$ cat config.mk
export PLATFORM = sky130hd
export DESIGN_NAME = branch_resolve_ctrl
export DESIGN_NICKNAME = d
export VERILOG_FILES = /design/src/rtl/branch_resolve_ctrl.sv
export SDC_FILE = /design/constraint.sdc
export NUM_CORES = 1
export LEC_CHECK = 0
export ABC_AREA = 1
export BUFFER_PORTS_ARGS = -buffer_cell sky130_fd_sc_hd__buf_2
export CORE_ASPECT_RATIO = 2
export CORE_MARGIN = 2
export CORE_UTILIZATION = 56
export DETAILED_ROUTE_END_ITERATION = 10
export GPL_ROUTABILITY_DRIVEN = 0
export GPL_TIMING_DRIVEN = 0
export PLACE_DENSITY_LB_ADDON = 0.3
export SYNTH_ARGS = -nofsm -noshare
export SYNTH_HDL_FRONTEND = slang
export SYNTH_SLANG_ARGS = --single-unit
$ cat constraint.sdc
create_clock -name clk -period 3.4 [get_ports clk]
set_input_delay 0.68 -clock clk [delete_from_list [all_inputs] [get_ports clk]]
set_output_delay 0.68 -clock clk [all_outputs]
set_load 0.005 [all_outputs]
$ cat src/rtl/branch_resolve_ctrl.sv
// Branch resolution controller: keeps the in-flight Beq predictions in a FIFO,
// matches each execute-stage resolution against the oldest one, trains the
// predictor, and sequences a flush plus PC redirect on a mispredict.
//
// Handshakes: pred_valid/res_valid are single-cycle qualifiers sampled on the
// rising edge while in RUN; the front end must stall while q_full=1 (a push is
// still taken while full if the same cycle pops on a correct prediction).
// upd_valid is a one-cycle pulse with upd_equal qualified by it.
module branch_resolve_ctrl #(
  parameter int ADDR_W    = 32,
  parameter int DEPTH     = 4,
  parameter int FLUSH_CYC = 2
) (
  input  logic              clk,
  input  logic              rst,
  input  logic              pred_valid,
  input  logic              pred_taken,
  input  logic [ADDR_W-1:0] pred_alt_pc,
  output logic              q_full,
  input  logic              res_valid,
  input  logic              res_equal,
  output logic              upd_valid,
  output logic              upd_equal,
  output logic              flush,
  output logic [ADDR_W-1:0] redirect_pc,
  output logic [15:0]       mispred_cnt,
  output logic              err
);

  localparam int PTR_W = (DEPTH > 1) ? $clog2(DEPTH) : 1;
  localparam int OCC_W = PTR_W + 1;
  localparam int FCW   = (FLUSH_CYC > 1) ? $clog2(FLUSH_CYC) : 1;

  typedef enum logic {ST_RUN, ST_FLUSH} state_t;

  state_t            state_q, state_d;
  logic [PTR_W-1:0]  wr_ptr_q, wr_ptr_d;
  logic [PTR_W-1:0]  rd_ptr_q, rd_ptr_d;
  logic [OCC_W-1:0]  occ_q, occ_d;
  logic [FCW-1:0]    fcnt_q, fcnt_d;
  logic              upd_valid_q, upd_valid_d;
  logic              upd_equal_q, upd_equal_d;
  logic              flush_q, flush_d;
  logic [ADDR_W-1:0] redirect_q, redirect_d;
  logic [15:0]       cnt_q, cnt_d;
  logic              err_q, err_d;

  // Each entry is {pred_taken, pred_alt_pc}
  logic [ADDR_W:0]   mem_q [DEPTH];
  logic [ADDR_W:0]   head;
  logic              head_taken;
  logic [ADDR_W-1:0] head_alt;

  logic is_run, q_empty, full_int;
  logic resolve, mispred, pop_ok, push;

  assign head       = mem_q[rd_ptr_q];
  assign head_taken = head[ADDR_W];
  assign head_alt   = head[ADDR_W-1:0];

  assign is_run   = (state_q == ST_RUN);
  assign q_empty  = (occ_q == '0);
  assign full_int = (occ_q == OCC_W'(DEPTH));

  // A resolution only counts in RUN against a non-empty queue; a mispredict
  // squashes the queue, so a same-cycle push is never written.
  assign resolve = is_run && res_valid && !q_empty;
  assign mispred = resolve && (head_taken != res_equal);
  assign pop_ok  = resolve && !mispred;
  assign push    = is_run && pred_valid && !mispred && (!full_int || pop_ok);

  assign q_full      = full_int;
  assign upd_valid   = upd_valid_q;
  assign upd_equal   = upd_equal_q;
  assign flush       = flush_q;
  assign redirect_pc = redirect_q;
  assign mispred_cnt = cnt_q;
  assign err         = err_q;

  // Next-state, queue bookkeeping and registered outputs
  always_comb begin
    state_d     = state_q;
    wr_ptr_d    = wr_ptr_q;
    rd_ptr_d    = rd_ptr_q;
    occ_d       = occ_q;
    fcnt_d      = fcnt_q;
    flush_d     = flush_q;
    redirect_d  = redirect_q;
    cnt_d       = cnt_q;
    err_d       = err_q;
    upd_valid_d = resolve;
    upd_equal_d = resolve ? res_equal : 1'b0;

    case (state_q)
      ST_RUN: begin
        if (is_run && pred_valid && full_int && !resolve) err_d = 1'b1;
        if (is_run && res_valid && q_empty)               err_d = 1'b1;
        if (mispred) begin
          wr_ptr_d   = '0;
          rd_ptr_d   = '0;
          occ_d      = '0;
          redirect_d = head_alt;
          if (cnt_q != 16'hFFFF) cnt_d = cnt_q + 16'd1;
          fcnt_d     = FCW'(FLUSH_CYC - 1);
          flush_d    = 1'b1;
          state_d    = ST_FLUSH;
        end else begin
          if (push)   wr_ptr_d = wr_ptr_q + PTR_W'(1);
          if (pop_ok) rd_ptr_d = rd_ptr_q + PTR_W'(1);
          if (push && !pop_ok)      occ_d = occ_q + OCC_W'(1);
          else if (!push && pop_ok) occ_d = occ_q - OCC_W'(1);
        end
      end
      ST_FLUSH: begin
        if (fcnt_q == '0) begin
          flush_d = 1'b0;
          state_d = ST_RUN;
        end else begin
          fcnt_d = fcnt_q - FCW'(1);
        end
      end
      default: begin
        state_d = ST_RUN;
        flush_d = 1'b0;
      end
    endcase
  end

  // Control and status registers, cleared asynchronously
  always_ff @(posedge clk or posedge rst) begin
    if (rst) begin
      state_q     <= ST_RUN;
      wr_ptr_q    <= '0;
      rd_ptr_q    <= '0;
      occ_q       <= '0;
      fcnt_q      <= '0;
      upd_valid_q <= 1'b0;
      upd_equal_q <= 1'b0;
      flush_q     <= 1'b0;
      redirect_q  <= '0;
      cnt_q       <= '0;
      err_q       <= 1'b0;
    end else begin
      state_q     <= state_d;
      wr_ptr_q    <= wr_ptr_d;
      rd_ptr_q    <= rd_ptr_d;
      occ_q       <= occ_d;
      fcnt_q      <= fcnt_d;
      upd_valid_q <= upd_valid_d;
      upd_equal_q <= upd_equal_d;
      flush_q     <= flush_d;
      redirect_q  <= redirect_d;
      cnt_q       <= cnt_d;
      err_q       <= err_d;
    end
  end

  // Queue storage; contents are don't-care until written, so no reset
  always_ff @(posedge clk) begin
    if (push) mem_q[wr_ptr_q] <= {pred_taken, pred_alt_pc};
  end

endmodule
Yosys cells after proc, flatten, opt, wreduce, memory -nomap -nowiden
Memory sizes are Yosys's and may differ from the RTL's.
Cells that the tools add are included.
{"block": "classes", "n_addsub": 6, "eq_ne": 5, "muxes": 20, "n_bitwise": 1, "n_reduce_logical": 31}
{"operator": "adder 16 x 1 -> 16 bit (second input constant)", "n": 1}
{"operator": "!= test 16 bit (second input constant)", "n": 1}
{"operator": "logical AND 1 bit", "n": 12}
{"operator": "AND reduction 2 bit", "n": 6}
{"operator": "two-way mux 1 bit", "n": 10}
{"operator": "two-way mux 3 bit", "n": 3}
{"operator": "two-way mux 2 bit", "n": 4}
{"operator": "zero test 1 bit", "n": 6}
{"operator": "one-hot mux 1 bit (2 select lines)", "n": 3}
{"operator": "nonzero test 2 bit", "n": 3}
{"operator": "adder 2 x 1 -> 2 bit (second input constant)", "n": 2}
{"operator": "adder 3 x 1 -> 3 bit (second input constant)", "n": 1}
{"operator": "equality test 3 bit (second input constant)", "n": 1}
{"operator": "zero test 3 bit", "n": 1}
{"operator": "AND reduction 3 bit", "n": 1}
{"operator": "nonzero test 3 bit", "n": 1}
{"operator": "subtractor 3 x 1 -> 3 bit (second input constant)", "n": 1}
{"operator": "!= test 2 x 1 -> 1 bit (second input constant)", "n": 1}
{"operator": "!= test 2 bit (second input constant)", "n": 1}
{"operator": "logical OR 1 bit", "n": 1}
{"operator": "!= test 1 bit", "n": 1}
{"operator": "inverter 1 bit", "n": 1}
{"operator": "subtractor 1 bit (second input constant)", "n": 1}
{"block": "totals", "register_bits": 61, "mem_bits_rw": 132, "input_bits": 38, "wordCells": 75, "mem_count": 1}
{"name": "mem_q", "words": 4, "width": 33, "rd": 1, "rd_clocked_by_memory_dff": 0, "wr": 1, "line": "49", "rtl": "logic [ADDR_W:0] mem_q [DEPTH];"}

Longest topological paths before layout
{"block": "depth", "word_depth": 13, "ltp_mapped": 15}

Least setup slack after synthesis
No wires, ideal clock.
{"block": "synth_timing", "path_type": "input port to flip-flop", "startpoint": "input port res_valid", "endpoint": "memory mem_q[0][0] (netlist name), enable pin", "arrival_ns": 2.682, "required_time_ns": 2.977, "setup_slack_ns": 0.295, "path_stages": 7, "n_path_buf": 0, "cell_sequence": "nand2_1 inv_1 nand2_2 inv_2 nand3_4 nand3_1 nor2_1"}
{"block": "synth_via", "elab_chain_cells": 9, "word_cells_on_any_way": 10, "cone_classes": "mux (2); reduce/logical (8)"}
{"element": "start, declared", "line": "20", "rtl": "input logic res_valid,"}
{"element": "logical AND 1 bit (*) (2 in series)", "line": "67", "rtl": "assign resolve = is_run && res_valid && !q_empty;"}
{"element": "via resolve", "line": "55", "rtl": "logic resolve, mispred, pop_ok, push;"}
{"element": "logical AND 1 bit", "line": "68", "rtl": "assign mispred = resolve && (head_taken != res_equal);"}
{"element": "zero test 1 bit", "line": "69, 70"}
{"element": "logical AND 1 bit", "line": "69", "rtl": "assign pop_ok = resolve && !mispred;"}
{"element": "logical OR 1 bit", "line": "70", "rtl": "assign push = is_run && pred_valid && !mispred && (!full_int || pop_ok);"}
{"element": "logical AND 1 bit (*)", "line": "70"}
{"element": "two-way mux 1 bit (*)", "line": "160", "rtl": "if (push) mem_q[wr_ptr_q] <= {pred_taken, pred_alt_pc};"}
{"element": "two-way mux 1 bit (implied by the code) (*)", "line": "160"}
{"element": "end, declared", "line": "49"}
Mark *: on every way through the listed nets, which the timed path passes. The rest lies on a longest branch.

Final worst setup path
{"block": "layout_timing", "startpoint": "register occ_q[0]", "endpoint": "memory mem_q[2][9] (netlist name), enable pin"}
{"block": "layout_via", "elab_chain_cells": 10, "word_cells_on_any_way": 13, "cone_classes": "eq/ne (1); mux (2); reduce/logical (10)"}
{"element": "start, declared", "line": "39", "rtl": "logic [OCC_W-1:0] occ_q, occ_d;"}
{"element": "start signal, assigned", "line": "135", "rtl": "occ_q <= '0;"}
{"element": "start signal, assigned", "line": "147", "rtl": "occ_q <= occ_d;"}
{"element": "zero test 3 bit (*)", "line": "62", "rtl": "assign q_empty = (occ_q == '0);"}
{"element": "zero test 1 bit (*)", "line": "67"}
{"element": "logical AND 1 bit (*)", "line": "67"}
{"element": "via resolve", "line": "55"}
{"element": "logical AND 1 bit", "line": "68"}
{"element": "zero test 1 bit", "line": "69, 70"}
{"element": "logical AND 1 bit", "line": "69"}
{"element": "logical OR 1 bit", "line": "70"}
{"element": "logical AND 1 bit (*)", "line": "70"}
{"element": "two-way mux 1 bit (*)", "line": "160"}
{"element": "two-way mux 1 bit (implied by the code) (*)", "line": "160"}
Marked as above.

==> metrics.md <==
| Metric | Value |
|---|---|
| Run status | `finished clean` |
| FF/Latch Area | `about 5500 µm²` |
| Leakage Power | `~3.8 nW` |
| Seq/Total Area, Yosys | `0.704` |
| Ratio of cells with drive above 1 in the final layout | `0.189` |
| Syn Std Cell Area | `7800 µm²` |
| Vias per cell | `approximately 5.7` |
| Hold Crit Class | `in2async` |
| Final Cycle Share | `0.753` |
| Post-CTS sizing | `0` |
| Crit path DAT | `2.69 ns` |
| Synth area leader | `edfxtp_1` |
| Core Rows | `61` |
| Setup Fix Bufs, Post-CTS | `0` |
| Die span in x | `87.4 µm` |
| Area post-placement | `8580 µm²` |
| Worst VDD drop | `between 0.4 and 0.5 mV` |
| Final hold vios | `0` |
| Met2 GRT Util | `0.393` |
| Max clock buf depth | `2` |
| Top cells by area, synth | `edfxtp_1 51%, dfrtp_1 20%, nand2_1 8.4%` |
| Cell Count Post-Placement | `940` |
| Busiest layer in global routing | `met2` |
| Synth Instances | `688` |
| Yosys cell types | `27` |
| CORE AREA | `around 14000 µm²` |
| Mean post-synth cell area | `approximately 11 µm²` |
| Starting DRC count in detailed routing | `592` |
| CTS Sinks | `~190` |
| Max Cap Viol | `0` |
| Dpl hpwl | `between 10 and 15 mm` |
| FMAX | `0.390 GHz` |
| DIE AREA | `approximately 15000 µm²` |
| Root Driver | `clkbuf_16` |
| Slowest CP cell | `nor2_4` |
| IO Port Bufs | `90` |
| Unrepaired setup endpoints after global routing | `false` |
| # IOs | `between 90 and 100` |
| H-tree levels | `4` |
| Overall routing resource usage | `0.241` |
| #FFs+latches synth | `about 190` |
| Worst skew pair latency | `0.43 ns` |
| Worst endpoint required time | `~3.5 ns` |
| Post-Route WL | `around 17 mm` |
| Max stage delay on crit path | `around 0.57 ns` |
| Syn nets | `732` |
| Initial Utilization | `0.568` |
| CP endpoint kind | `flip-flop` |
| # diodes | `0` |
| Nets | `around 850` |
| Worst-Margin Slew | `around 0.62 ns` |
| Relative max-transition margin | `0.584` |
| Die Height | `around 170 µm` |
| DRT antenna net count | `0` |
| Vias in the first global route | `around 5200` |
| Area growth syn-to-layout | `17.1%` |
| Shortest period the worst path allows | `between 2 and 3 ns` |
| Total Power | `7.62 mW` |
| Drt pass-1 iters | `5` |
| First-pass GRT wire length | `27.1 mm` |
| Reg clk slew, reported paths | `0.07 ns` |
| CP startpoint kind | `flip-flop` |
| Yosys warnings | `0` |
| Critical path peak fanout | `19` |
| CTS buffer count | `17` |
| Top delay family on crit path | `simple AND/OR/NAND/NOR gates` |
| Final Max Tran Viols | `0` |
| CTS tree | `done` |
| Antenna violations before repair | `0` |
| Pin count of the biggest net entering global routing | `39` |
| Layout Cells excl Fill | `between 900 and 1000` |
| Vias | `between 5000 and 6000` |
| Overflow after GRT | `0` |
| Final setup viols | `0` |
| Drt wl/cell | `17.4 µm` |
| CP Class | `reg2reg` |
| # fillers | `about 1000` |
| Area of the multi-input gates | `between 2000 and 2500 µm²` |
| GR Util met1 | `0.320` |
| Met3 Usage GRT | `0.0540` |
| Final Cell Area | `9140 µm²` |
| WP buf/inv | `2` |
| Crit-path cells | `nor2_1 -> nand2_1 -> nand2_2 -> inv_2 -> nand3_4 -> nand3_1 -> nor2_4 -> buf_16` |
| Power per cell area | `835 nW/µm²` |
| Synth top area share | `0.508` |
| DRC viols | `0` |
| Hold buffers post-CTS | `0` |
| Worst Skew | `a little over 0.009 ns` |
-- report_power, final --
part,switching (mW),internal [mW]
clock,0.911,0.959
sequential,0.243,3.08
combinational,1.60,0.829
total,2.76,4.87
-- through the flow --
stage	setup TNS, ns	hold WS (ns)	util	setup WS, ns
finish	0	0.280	0.665	0.838
global route	0	0.322	0.665	0.633
CTS	0	0.287	0.665	0.784
floorplan	0	0.472	-	0.295
global placement	-133.38	0.457	0.615	-1.12
detailed placement	0	0.460	0.625	0.543
-- routing by layer --
| layer | wire (µm) | vias to the layer above |
|---|---|---|
| li1 | - | 2593 |
| met1 | 6970 | 2641 |
| met2 | 8520 | 240 |
| met3 | 1130 | 26 |
| met4 | 330 | 0 |
| met5 | 0 | - |
-- logic make-up after synthesis --
| logic type | Yosys count | share of synthesized area |
|---|---|---|
| buf+inv | 66 | 0.0374 |
| flops | 193 | 0.704 |
| xor+xnor | 11 | 0.0124 |
| fa+ha+maj | 6 | 0.0106 |
| simple gates | 302 | 0.158 |
| compound gates | 110 | 0.0777 |
-- layout by cell type, fill, tap and decap left out, types with 17 or more instances in the layout --
master | Yosys | final
o21ai_0 | 71 | 71
buf_2 | 5 | 95
inv_1 | 29 | 28
nand3_1 | 26 | 26
edfxtp_1 | 132 | 132
clkbuf_16 | 0 | 17
clkbuf_1 | 21 | 21
nor2_1 | 87 | 83
dfrtp_1 | 61 | 61
o22ai_1 | 32 | 32
nand2_1 | 175 | 175
-- cells in the mapped netlist (all sizes together) --
cell type	instances
a21oi	2
a22oi	1
a311o	1
buf	10
clkbuf	21
dfrtp	61
edfxtp	132
fa	1
ha	5
inv	35
nand2	176
nand3	30
nand4	6
nor2	88
nor3	2
o211ai	3
o21ai	71
o22ai	32
xnor2	9
xor2	2
-- flip-flops by register name, summed over array words and instances, names as in the netlist, 2 cells and up --
signal / flops
mem_q: 132
mispred_cnt: 16
occ_q: 3
rd_ptr_q: 2
redirect_pc: 32
wr_ptr_q: 2
-- final timing paths --
| kind | startpoint | to | slack [ns] | cells after the start |
|---|---|---|---|---|
| setup reg to reg | occ_q[0] | mem_q[2][9] | 0.84 | 8 |
| max in group asynchronous | rst | redirect_pc[16] | 2.53 | 3 |
| min in group clk | pred_alt_pc[13] | mem_q[0][13] | 0.47 | 1 |
| hold reg to reg | redirect_pc[17] | redirect_pc[17] | 0.48 | 2 |
| hold / removal | rst | redirect_pc[23] | 0.28 | 2 |
| setup / recovery | occ_q[0] | mem_q[2][9] | 0.84 | 8 |
-- cell type report --
class | count | area share
Clock buffer | 17 | 0.0466
Multi-Input combinational cell | 429 | 0.224
Sequential cell | 193 | 0.601
Buffer | 31 | 0.0175
Tap cell | 157 | 0.0215
Inverter | 35 | 0.0144
Timing Repair Buffer | 95 | 0.0611
Clock inverter | 15 | 0.0138
Power figures use the tool's default switching activity.
